File: config.mk
export PLATFORM = sky130hd
export DESIGN_NAME = apb_transfer_ctrl
export DESIGN_NICKNAME = d
export VERILOG_FILES = /design/src/rtl/apb_ctrl_pkg.sv /design/src/rtl/apb_timeout_counter.sv /design/src/rtl/apb_transfer_ctrl.sv
export SDC_FILE = /design/constraint.sdc
export NUM_CORES = 1
export LEC_CHECK = 0
export ABC_AREA = 1
export CAP_MARGIN = 20
export CORE_MARGIN = 5
export CORE_UTILIZATION = 43
export DETAILED_ROUTE_END_ITERATION = 12
export PLACE_DENSITY = 0.86
export SYNTH_ARGS = -nofsm -noshare
export SYNTH_HDL_FRONTEND = slang
export SYNTH_HIERARCHICAL = 1
export SYNTH_SLANG_ARGS = --single-unit
File: constraint.sdc
create_clock -name HCLK -period 6.4 [get_ports HCLK]
set_clock_uncertainty 0.2 [all_clocks]
set_input_delay 1.28 -clock HCLK [delete_from_list [all_inputs] [get_ports HCLK]]
set_output_delay 1.28 -clock HCLK [all_outputs]
set_load 0.05 [all_outputs]
File: src/rtl/apb_ctrl_pkg.sv
// Shared types and helpers for the APB transfer controller.
// Holds the FSM state encoding and the length-code to write-strobe mapping.
package apb_ctrl_pkg;

    typedef enum logic [1:0] {
        IDLE   = 2'd0,
        SETUP  = 2'd1,
        ACCESS = 2'd2,
        RESP   = 2'd3
    } state_e;

    localparam logic [5:0] LEN_BYTE = 6'b000001;
    localparam logic [5:0] LEN_HALF = 6'b000010;
    localparam logic [5:0] LEN_WORD = 6'b000100;

    // Unrecognised codes fall back to a single byte lane, like the upstream decoder.
    function automatic logic [3:0] len_to_strb(input logic [5:0] len);
        case (len)
            LEN_HALF: return 4'b0011;
            LEN_WORD: return 4'b1111;
            default:  return 4'b0001;
        endcase
    endfunction

endpackage

File: src/rtl/apb_timeout_counter.sv
// Counts ACCESS-phase wait cycles and flags the cycle on which the limit is reached.
// A TIMEOUT_CYCLES of 0 disables the timeout entirely.
module apb_timeout_counter #(
    parameter int TIMEOUT_CYCLES = 256,
    parameter int CNT_W          = 9
) (
    input  logic clk_i,
    input  logic rst_i,
    input  logic clear_i,
    input  logic enable_i,
    output logic expired_o
);

    localparam int              LIMIT_M1 = (TIMEOUT_CYCLES == 0) ? 0 : TIMEOUT_CYCLES - 1;
    localparam logic [CNT_W-1:0] LIMIT   = CNT_W'(TIMEOUT_CYCLES);

    logic [CNT_W-1:0] count_q, count_d;

    always_comb begin
        count_d = count_q;
        if (clear_i) begin
            count_d = '0;
        end else if (enable_i && (count_q != LIMIT)) begin
            count_d = count_q + CNT_W'(1);
        end
    end

    always_ff @(posedge clk_i) begin
        if (rst_i) begin
            count_q <= '0;
        end else begin
            count_q <= count_d;
        end
    end

    // Asserted during the wait cycle whose increment would reach the limit.
    assign expired_o = (TIMEOUT_CYCLES != 0) && (count_q == CNT_W'(LIMIT_M1));

endmodule

File: src/rtl/apb_transfer_ctrl.sv
// Runs one decoded bridge request as an APB4 SETUP/ACCESS transfer and returns
// read data and error status on a valid/ready response port.
module apb_transfer_ctrl
    import apb_ctrl_pkg::*;
#(
    parameter int ADDR_W         = 32,
    parameter int TIMEOUT_CYCLES = 256,
    parameter int CNT_W          = 9
) (
    input  logic              HCLK,
    input  logic              HRESET,
    input  logic              req_valid,
    output logic              req_ready,
    input  logic [ADDR_W-1:0] req_addr,
    input  logic              req_write,
    input  logic [31:0]       req_wdata,
    input  logic [5:0]        req_length,
    output logic              PSEL,
    output logic              PENABLE,
    output logic [ADDR_W-1:0] PADDR,
    output logic              PWRITE,
    output logic [31:0]       PWDATA,
    output logic [3:0]        PSTRB,
    input  logic [31:0]       PRDATA,
    input  logic              PREADY,
    input  logic              PSLVERR,
    output logic              rsp_valid,
    input  logic              rsp_ready,
    output logic [31:0]       rsp_rdata,
    output logic              rsp_err,
    output logic              rsp_timeout
);

    state_e            state_q, state_d;
    logic [ADDR_W-1:0] paddr_q, paddr_d;
    logic              pwrite_q, pwrite_d;
    logic [31:0]       pwdata_q, pwdata_d;
    logic [3:0]        pstrb_q, pstrb_d;
    logic [31:0]       rdata_q, rdata_d;
    logic              err_q, err_d;
    logic              timeout_q, timeout_d;
    logic              cnt_clear, cnt_en, cnt_expired;

    apb_timeout_counter #(
        .TIMEOUT_CYCLES(TIMEOUT_CYCLES),
        .CNT_W         (CNT_W)
    ) u_timeout (
        .clk_i    (HCLK),
        .rst_i    (HRESET),
        .clear_i  (cnt_clear),
        .enable_i (cnt_en),
        .expired_o(cnt_expired)
    );

    always_comb begin
        state_d   = state_q;
        paddr_d   = paddr_q;
        pwrite_d  = pwrite_q;
        pwdata_d  = pwdata_q;
        pstrb_d   = pstrb_q;
        rdata_d   = rdata_q;
        err_d     = err_q;
        timeout_d = timeout_q;
        req_ready = 1'b0;
        PSEL      = 1'b0;
        PENABLE   = 1'b0;
        rsp_valid = 1'b0;
        cnt_clear = 1'b0;
        cnt_en    = 1'b0;
        case (state_q)
            IDLE: begin
                req_ready = 1'b1;
                cnt_clear = 1'b1;
                if (req_valid) begin
                    paddr_d  = req_addr;
                    pwrite_d = req_write;
                    pwdata_d = req_wdata;
                    pstrb_d  = req_write ? len_to_strb(req_length) : 4'b0000;
                    state_d  = SETUP;
                end
            end
            SETUP: begin
                PSEL    = 1'b1;
                state_d = ACCESS;
            end
            ACCESS: begin
                PSEL    = 1'b1;
                PENABLE = 1'b1;
                // PREADY is checked first so a completion on the limit cycle wins.
                if (PREADY) begin
                    rdata_d   = pwrite_q ? 32'h0 : PRDATA;
                    err_d     = PSLVERR;
                    timeout_d = 1'b0;
                    state_d   = RESP;
                end else begin
                    cnt_en = 1'b1;
                    if (cnt_expired) begin
                        rdata_d   = 32'h0;
                        err_d     = 1'b1;
                        timeout_d = 1'b1;
                        state_d   = RESP;
                    end
                end
            end
            RESP: begin
                rsp_valid = 1'b1;
                if (rsp_ready) begin
                    state_d = IDLE;
                end
            end
            default: state_d = IDLE;
        endcase
    end

    always_ff @(posedge HCLK) begin
        if (HRESET) begin
            state_q   <= IDLE;
            paddr_q   <= '0;
            pwrite_q  <= 1'b0;
            pwdata_q  <= '0;
            pstrb_q   <= '0;
            rdata_q   <= '0;
            err_q     <= 1'b0;
            timeout_q <= 1'b0;
        end else begin
            state_q   <= state_d;
            paddr_q   <= paddr_d;
            pwrite_q  <= pwrite_d;
            pwdata_q  <= pwdata_d;
            pstrb_q   <= pstrb_d;
            rdata_q   <= rdata_d;
            err_q     <= err_d;
            timeout_q <= timeout_d;
        end
    end

    assign PADDR       = paddr_q;
    assign PWRITE      = pwrite_q;
    assign PWDATA      = pwdata_q;
    assign PSTRB       = pstrb_q;
    assign rsp_rdata   = rdata_q;
    assign rsp_err     = err_q;
    assign rsp_timeout = timeout_q;

endmodule

* Yosys cells after proc, flatten, opt, wreduce, memory -nomap -nowiden *
Index checks and enable logic that the tools add are counted.

storage, ports and cells
  bits in registers = 114
  latch bits = 0
  memory bits (writable) = 0
  bits in read-only memories = 0
  bits of input ports = 109
  word-level logic and storage cells = 47
  memories = 0

cells by class
  $add $sub $neg = 1
  $mul = 0
  divide/modulo/power cells = 0
  $lt $le $gt $ge = 0
  equal/unequal tests = 10
  shift-type cells = 0
  multiplexer cells = 19
  bitwise logic cells = 0
  reduce and logical (&&, ||, !) cells = 8

operator list
  operator               count
  $mux W32               3
  $add A9 B1 Y9 const B  1
  $eq A9 B8 Y1 const B   1
  $mux W1                9
  $ne A9 B9 Y1 const B   1
  $mux W2                4
  $pmux W2 S4            1
  $pmux W4 S2            1
  $eq A6 B2 Y1 const B   1
  $eq A6 B3 Y1 const B   1
  $eq A2 B2 Y1 const B   2
  $mux W4                1
  $ne A2 B2 Y1 const B   2
  $reduce_and A2 Y1      2
  $reduce_or A2 Y1       2
  $ne A3 B3 Y1 const B   1
  $reduce_and A3 Y1      1
  $eq A2 B1 Y1 const B   1
  $logic_not A2 Y1       1
  $reduce_bool A2 Y1     1
  $logic_and A1 B1 Y1    1

* Logic depth before layout (Yosys ltp) *
Gate-level depths: netlist (run 1).

  depth in word-level cells = 4
  mapped depth = 11

* Hierarchy *
Netlist (run 1), hierarchy kept.

by module, submodules not included
  module               times used  cells each  area an instance (um^2)
  apb_transfer_ctrl    1           478         3,769.9
  apb_timeout_counter  1           88          579.3

* Worst setup path after synthesis (run 1) *
OpenSTA, ideal clock, no wires.

  path kind = register to output
  from = register pstrb_q[0], in the netlist PSTRB[0]
  to = output PSTRB[0]
  data arrival time = 0.949 ns
  path slack = 3.971 ns
  cell stages (with the launch flop) = 2
  path buffers = 1
  path through = dfxtp_1 -> buf_4

RTL lines
  element                 line                      text
  start, declared         apb_transfer_ctrl.sv:38   logic [3:0] pstrb_q, pstrb_d;
  start signal, assigned  apb_transfer_ctrl.sv:130  pstrb_q <= pstrb_d;
  end, declared           apb_transfer_ctrl.sv:23   output logic [3:0] PSTRB,

No word-level cell between the ends.

* Worst setup path in the final report (run 1) *
  from = input req_valid
  to = register paddr_q[5], in the netlist PADDR[5]

between the ends
  word-level cells in the longest chain between the ends = 1

ends and longest elaborated chain
  element                             line                      text
  start, declared                     apb_transfer_ctrl.sv:12   input logic req_valid,
  $reduce_and A2 Y1 (no source line)  -
  end signal, assigned                apb_transfer_ctrl.sv:127  paddr_q <= paddr_d;
  end, declared                       apb_transfer_ctrl.sv:35   logic [ADDR_W-1:0] paddr_q, paddr_d;

Every way passes these cells.
A chain may end at the register's enable or synchronous reset.

==> flow_summary.toml, run 1 <==
[sta]
setup_viol = 0
fin_tns_setup_ns = 0
period_needed_ns = 3.66
fin_ws_ns = 2.74
hold_slack_ns = 0.268
finalCritPeriodShare = 0.572
rsz0062_at_grt = "no"
maxSlewHeadroom = 0.298
timing.fmax_mhz = 273
worstMarginPinSlew_ns = 1.05
slew_viol_final = 0
finalHoldViolCount = 0

[placement]
gp_congestion = 0.820
postPlaceCellArea_um2 = 6480
port_buffers = 215
hpwl_um = 10200
dp_worst_setup_slack_ns = 2.33
dp.cells = 879

[setup_path]
crit_type = "input port to flip-flop"
worst_path_most_repeated_cell = "nor2_1"
crit_path_top_delay_cell = "inv_2"
cpPeakStageDelay_ns = 1.05
start_kind = "input port"
crit_chain = "clkdlybuf4s50_1 -> nand2_2 -> inv_2 -> nor2_1 -> nor2_1"
crit_fanout = 68
endpoint_kind = "flip-flop"
critPathArrivalTime_ns = 3.76
critPathRequiredTime_ns = 6.50

[global_route]
use_met2 = 0.392
overflow = 0
antenna_found_initial = 0
met3_usage = 0.0607
use_met1 = 0.226
grt_max_degree = 69
grt_pass1_vias = 4314
grt_pass1_wl_um = 21700
busiest_layer = "met2"
grtUsageTotal = 0.215

[synth]
ys.flop_type = "dfxtp_1"
synth_top_cell_by_area = "dfxtp_1"
yosysUniqueCellTypes = 26
ys_warn_count = 6
async_reset_ff_frac = 0
yosysSeqAreaShare = 0.516
syn_area_um2 = 4350
postSynthCellCount = 566
ys_top_cells_by_count = "149 x nor2_1, 112 x dfxtp_1, 67 x nand2_1"
synth_nets = 681
synth_edf_count = 0
yosysMostFrequentCell = "nor2_1"
yosys.area.top_type_share = 0.516
synth_area_leaders = "dfxtp_1 52%, nor2_1 13%, o21ai_0 7.2%"
synth-seq-cells = 112
syn_avg_cell_area_um2 = 7.68

[layout]
fin_nets = 872
area_growth_pct = 54.1
fin_area_um2 = 6700
final_core_util = 0.683
diodes = 0
stdcell_count = 895
fillers = 838
drive_above_1_share = 0.0433
seqCellArea_um2 = 2240
multiInputGateArea_um2 = 1780

[power_and_ir_drop]
power_frac_comb = 0.474
ir_worst_vdd_v = 0.000253
powerDensity_nw_per_um2 = 394
swShare = 0.440
p_seq_frac = 0.346
total_power_mw = 2.64
power_switching_mw = 1.16
p_leak_nw = 2.52
p_int_mw = 1.48
p_clk_frac = 0.180

[routing]
drt_iter0_drc = 375
wl_per_cell_um = 15.3
drt_drc_violations_left = 0
vias_per_cell = 4.93
dr.pass1.iters = 7
vias = 4409
wirelength_um = 13700
postRouteAntennaNets = 0

[floorplanning]
initial_utilization = 0.443
die_h_um = 111
rows = 36
pin_count = 216
die-area_um2 = 12200
die_w_um = 111
core_area_um2 = 9820

[clock_tree]
clk_path_buf_depth = 2
numCtsBuffers = 9
htreeDepth = 3
postCtsSetupBuffers = 0
path_clk_slew_ns = 0.10
ctsHoldBuffers = 0
cts_tree = "done"
cts-root-buf = "clkbuf_8"
cts_resized = 0
clkSinkCount = 112
clk_latency_ns = 0.37

[run]
maxCapViolations = 0

[outcome]
status = "completed"

[hold_path]
min_path_type = "flip-flop to flip-flop"
==> per-layer routing <==
metal | up-vias | routed length [um] | part of all wire
met1 | 2016 | 5340 | 0.39
met2 | 159 | 7010 | 0.51
li1 | 2200 | - | -
met4 | 0 | 485 | 0.035
met3 | 34 | 880 | 0.064
met5 | - | 0 | 0
==> worst paths after layout <==
kind,start,endpoint,slack (ns),cells past startpoint
min,rsp_rdata[9],rsp_rdata[9],0.27,2
min reg2reg,rsp_rdata[9],rsp_rdata[9],0.27,2
max,req_valid,PADDR[5],2.74,5
max reg2reg,u_timeout/count_q[0],rsp_timeout,3.11,9
==> cells by family after synthesis <==
kind of cell | count (synthesis) | synth area share
flip-flops | 112 | 0.516
AO/OA/AOI/OAI | 109 | 0.129
buffers and inverters | 65 | 0.0762
AND/OR/NAND/NOR | 273 | 0.259
adder cells (fa/ha/maj) | 6 | 0.0173
XOR/XNOR | 1 | 0.00201
==> power by group through the flow <==
stage          Sequential, mW  Combinational, mW  Clock (mW)
6_report                0.914               1.25       0.475
5_1_grt                 0.931               1.33       0.513
4_1_cts                 0.914               1.26       0.483
3_5_place_dp            0.930               1.26           0
3_3_place_gp            0.922               1.23           0
2_1_floorplan            1.39              0.370           0
==> critical path, delay by kind of cell <==
kind / cells / cell delay [ns]
buf+inv: 2 / 1.56
simple gates: 3 / 0.88
==> layout make-up <==
| class | count | area share |
|---|---|---|
| timing repair buffer | 217 | 0.326 |
| sequential | 112 | 0.334 |
| multi-input combinational | 389 | 0.265 |
| inverter | 28 | 0.0157 |
| clock inverter | 5 | 0.0129 |
| tap | 133 | 0.0248 |
| clock buffer | 11 | 0.0211 |
==> sequential cells by signal, summed over array words and instances, names as in the netlist <==
name and count:
PWDATA 32, rsp_rdata 32, u_timeout/count_q 9, rsp_err 1, state_q 2, PADDR 32, rsp_timeout 1, PSTRB 3
==> cells in the final DEF, fill, tap and decap left out, drive strengths merged, types with 2 or more instances in the layout <==
cell type	n
nor2	151
clkdlybuf4s50	215
nand3	44
ha	6
o21ai	68
buf	2
a21oi	40
nor3b	2
nand4	4
inv	30
nand2	70
clkbuf	11
dfxtp	112
bufinv	2
Note: power is estimated with default switching activity, not from simulation.
==> run 2, diff against run 1 <==
- CORE_UTILIZATION: 43 -> 40
- PLACE_DENSITY: 0.86 -> 0.81
- clock period: 6.4 -> 3.8 ns (I/O delays scaled with it)
==> run 2 against run 1 <==
Hold slack gained 0.0046 ns. Cell count grew 1.1%. Flip-flop and latch count is the same. Setup slack lost 1.8 ns. Core utilization shrank 6.1 points. Sequential power grew 68%. Critical path depth shrank 2. First-iteration DRC count shrank 4.5%. Global-route usage shrank 2.6 points. Sequential share of layout area grew 0.12 points. Critical endpoint is now req_ready.
==> flow_summary.toml, run 2 (same netlist as run 1, synthesis figures left out) <==
[outcome]
status = "completed"

[setup_path]
crit_family = "buffers and inverters"
critPathRequiredTime_ns = 2.84
reg2reg_setup_slack_ns = 1.06
crit_type = "flip-flop to output port"
cpPeakStageDelay_ns = 0.86
crit_chain = "inv_1 -> ha_1 -> clkdlybuf4s50_1"
crit_path_top_delay_cell = "clkdlybuf4s50_1"
critPathArrivalTime_ns = 1.93
crit_fanout = 6
endpoint_kind = "output port"
crit_buf_inv = 2
start_kind = "flip-flop"

[power_and_ir_drop]
power_frac_comb = 0.490
p_clk_frac = 0.153
p_leak_nw = 2.51
power_switching_mw = 1.93
ir_worst_vdd_v = 0.000406
p_int_mw = 2.37
powerDensity_nw_per_um2 = 644
p_seq_frac = 0.358
swShare = 0.449

[clock_tree]
clk_latency_ns = 0.36
path_clk_slew_ns = 0.10
postCtsSetupBuffers = 0
ctsHoldBuffers = 0
htreeDepth = 3
cts_tree = "done"
cts_resized = 0
numCtsBuffers = 9
clk_path_buf_depth = 2
cts-root-buf = "clkbuf_8"
clkSinkCount = 112

[global_route]
antenna_found_initial = 0
overflow = 0
grt_max_degree = 69
grt_pass1_vias = 4086
grt_pass1_wl_um = 20000
grtUsageTotal = 0.189

[routing]
vias = 4378
postRouteAntennaNets = 0
wl_per_cell_um = 14.5
drt_iter0_drc = 358
drt_drc_violations_left = 0
vias_per_cell = 4.84
wirelength_um = 13100
dr.pass1.iters = 5

[layout]
drive_above_1_share = 0.0471
diodes = 0
fillers = 950
area_growth_pct = 53.6
mostFrequentLayoutCell = "clkdlybuf4s50_1"
fin_nets = 876
mostFrequentLayoutCells = "215 x clkdlybuf4s50_1, 149 x nor2_1, 112 x dfxtp_1"
stdcell_count = 905

[sta]
worstMarginPinSlew_ns = 0.920
finalCritPeriodShare = 0.761
slew_viol_final = 0
fin_tns_setup_ns = 0
maxSlewHeadroom = 0.387
finalHoldViolCount = 0
setup_viol = 0
period_needed_ns = 2.89
rsz0062_at_grt = "no"
fin_ws_ns = 0.909
hold_slack_ns = 0.272
timing.fmax_mhz = 346

[floorplanning]
die-area_um2 = 13100
core_area_um2 = 10700
pin_count = 216
die_h_um = 114
rows = 38
die_w_um = 114
initial_utilization = 0.405

[placement]
dp.cells = 890
hpwl_um = 9910
port_buffers = 215
gp_congestion = 0.838
dp_worst_setup_slack_ns = 1.09

[hold_path]
min_path_type = "flip-flop to flip-flop"

[run]
maxCapViolations = 0
-- run 2: cell type report --
| class | count | area (um2) | area share |
|---|---|---|---|
| clock buffer | 12 | 155 | 0.0232 |
| clock inverter | 3 | 17.5 | 0.00262 |
| inverter | 28 | 105 | 0.0157 |
| multi-input combinational | 389 | 1780 | 0.266 |
| sequential | 112 | 2240 | 0.336 |
| tap | 140 | 175 | 0.0262 |
| timing repair buffer | 221 | 2210 | 0.331 |
-- run 2: worst register-to-register path, stage by stage, from the launching register on --
cell	delay [ns]
dfxtp_1	0.43
ha_1	0.26
nand2_1	0.12
nor4_1	0.28
ha_1	0.20
inv_1	0.08
a21oi_4	0.13
buf_4	0.33
inv_2	0.32
o21ai_0	0.24
nor2_1	0.06
-- run 2: per-stage QoR --
stage                     utilization  cell area, um2  power, mW
after floorplan                     -            4350       2.96
after global placement          0.606            6510       3.64
after detailed placement        0.606            6510       3.68
after CTS                       0.622            6680       4.33
after global routing            0.622            6680       4.52
final                           0.622            6680       4.30
-- run 2: power by group through the flow --
stage	clock network, mW	registers, mW	logic, mW
floorplan	0	2.34	0.624
global placement	0	1.55	2.08
detailed placement	0	1.56	2.12
CTS	0.670	1.54	2.12
global route	0.712	1.57	2.24
finish	0.656	1.54	2.11
-- run 2: worst paths after layout --
kind / start / endpoint / cells past startpoint
worst min-delay path: rsp_rdata[20] / rsp_rdata[20] / 2
worst max-delay path: state_q[0] / req_ready / 3
worst max register to register: u_timeout/count_q[0] / rsp_timeout / 10
worst min register to register: rsp_rdata[20] / rsp_rdata[20] / 2
-- run 2: per-layer routing --
metal	vias up	wire (um)	part of all wire	GRT usage
met4	0	321	0.025	0.0736
met3	23	915	0.070	0.0407
met2	153	6590	0.50	0.327
li1	2208	-	-	-
met5	-	0	0	0
met1	1994	5270	0.40	0.228
==> RTL change, RTL diff (config.mk and constraints of run 2) <==
`ADDR_W`: 32 -> 16.
--- a/src/rtl/apb_transfer_ctrl.sv
+++ b/src/rtl/apb_transfer_ctrl.sv
@@ -3,7 +3,7 @@
 module apb_transfer_ctrl
     import apb_ctrl_pkg::*;
 #(
-    parameter int ADDR_W         = 32,
+    parameter int ADDR_W         = 16,
     parameter int TIMEOUT_CYCLES = 256,
     parameter int CNT_W          = 9
 ) (
Ports: changed (resized PADDR and req_addr); port bits go from 216 to 184. The function was not compared with the original's and may differ.
==> RTL change against run 2 <==
- sequential cell count fell by 16
- wire length fell by 11%
- power fell by 11%
- setup slack got worse by 0.0051 ns
- non-clock buffer count fell by 34
- combinational power fell by 16%
- cell area fell by 12%
- count of clock-buffer cells in the layout fell by 3
- first-iteration DRC count fell by 45%
- synthesized area fell by 12%
- sequential share of layout area fell by 0.91 points
- hold slack got worse by 0.0014 ns
==> RTL change: results (changes against run 2) <==
Route
  • Via density: 4.82 (-0.29%)
  • Pre-Repair DR Iteration Count: 6 (+1)
  • Post-DR wirelength/cell: 14.5 um (about the same)
  • Iter 0 DRT Violations: 197 (-45%)
  • DR WL met2: 5.74 mm (-13%)
  • Wire length on met1: 4.80 mm (-8.9%)
  • Met3 routed WL: 892 um (-2.5%)

Finish
  • Final nets: 769 (-12%)
  • Final Non-Filler Cells: 804 (-11%)
  • Share of layout cells above drive strength 1: 0.0533 (+0.00627)
  • Fill cell count: 811 (-15%)

STA
  • Slew margin rel.: 0.451 (+0.0640)
  • Final worst setup slack: 0.904 ns (-0.00507 ns)
  • Hold Slack: 0.271 ns (-0.00142 ns)

Global routing
  • Met1 Use GR: 0.228 (+0.000331)
  • Met2 Use GR: 0.341 (+0.0131)
  • Met3 usage in global routing: 0.0468 (+0.00609)
  • First-pass GRT wire length: 18.1 mm (-9.6%)
  • Initial antenna violation count: 0 (unchanged)
  • GRT Util Overall: 0.194 (+0.00502)
  • Pin count of the biggest net entering global routing: 52 (-25%)
  • Vias in the first global route: 3779 (-7.5%)

Pwr
  • P_leak: 2.23 nW (-11%)
  • Max VDD drop: 0.338 mV (-17%)

Setup path
  • CP Capture Point: req_ready
  • R2R Path End: rsp_rdata[28]$_SDFFE_PP0P_
  • Worst reg2reg path depth: 8 (-2)
  • Critical path startpoint: state_q[0]$_SDFFE_PP0P_
  • Worst-path fanout max: 6 (unchanged)

Synth
  • Distinct cells, synth: 26 (unchanged)
  • Xor and xnor area share after synthesis: 0.00230 (+0.000286)
  • Syn Inst Count: 504 (-11%)
  • Most instantiated cells after synthesis: 123 x nor2_1, 96 x dfxtp_1, 68 x nand2_1, 52 x o21ai_0, 42 x nand3_1
  • Synth top area cells: dfxtp_1 50%, nor2_1 12%, o21ai_0 6.8%
  • Ys flop type: dfxtp_1
  • Mapped Nets: 603 (-11%)
  • Sequential area share after synthesis: 0.505 (-0.0109)
  • Compound-Gate Fraction of Synth Area: 0.124 (-0.00594)
  • Synth Area in Adders: 0.0197 (+0.00245)

Place
  • Placed wire-length estimate: 8.53 mm (-14%)
  • DP Area: 5650 um^2 (-13%)
  • Final GP Congestion: 0.800 (-4.5%)
  • Cells after DPL: 788 (-11%)
  • Pre-CTS WS: 1.09 ns (-0.00355 ns)
  • Number of I/O port buffers: 183 (-15%)

Outcome
  • Status: completed

Clock tree
  • Total CTS buffers: 9 (unchanged)
  • Buffer count from post-CTS setup fixing: 0 (unchanged)
  • H-tree depth: 3 (unchanged)
  • Max clock buf depth: 2 (unchanged)

Min path
  • Worst hold stages: 2 (unchanged)
  • WHS Endpoint: rsp_rdata[8]$_SDFFE_PP0P_
  • Hold path start: rsp_rdata[8]$_SDFFE_PP0P_
[RTL change: power by group]
part	total, mW	switching [mW]	leakage, nW	internal [mW]
Combinational	1.78	1.21	1.33	0.578
Sequential	1.28	0.0957	0.785	1.18
Clock	0.768	0.382	0.115	0.386
Total	3.83	1.68	2.23	2.15
[RTL change: worst min-delay path: stages (launching register included)]
cell     delay, ns
dfxtp_1       0.32
nand2_1       0.06
a21oi_1       0.05
[RTL change: logic make-up (layout without fill, tap and decap cells)]
| family | Yosys count | count (layout) |
|---|---|---|
| compound gates | 92 | 92 |
| xor+xnor | 1 | 1 |
| fa+ha+maj | 6 | 6 |
| buf+inv | 62 | 233 |
| flops | 96 | 96 |
| simple gates | 247 | 247 |
[RTL change: cell type report]
class	instances	area (um^2)	area share
multi-input cells	346	1590	0.270
well taps	129	161	0.0274
flip-flops and latches	96	1920	0.327
clock inverters	7	113	0.0191
repair buffers	187	1860	0.316
clock buffers	9	124	0.0210
inverters	30	113	0.0191
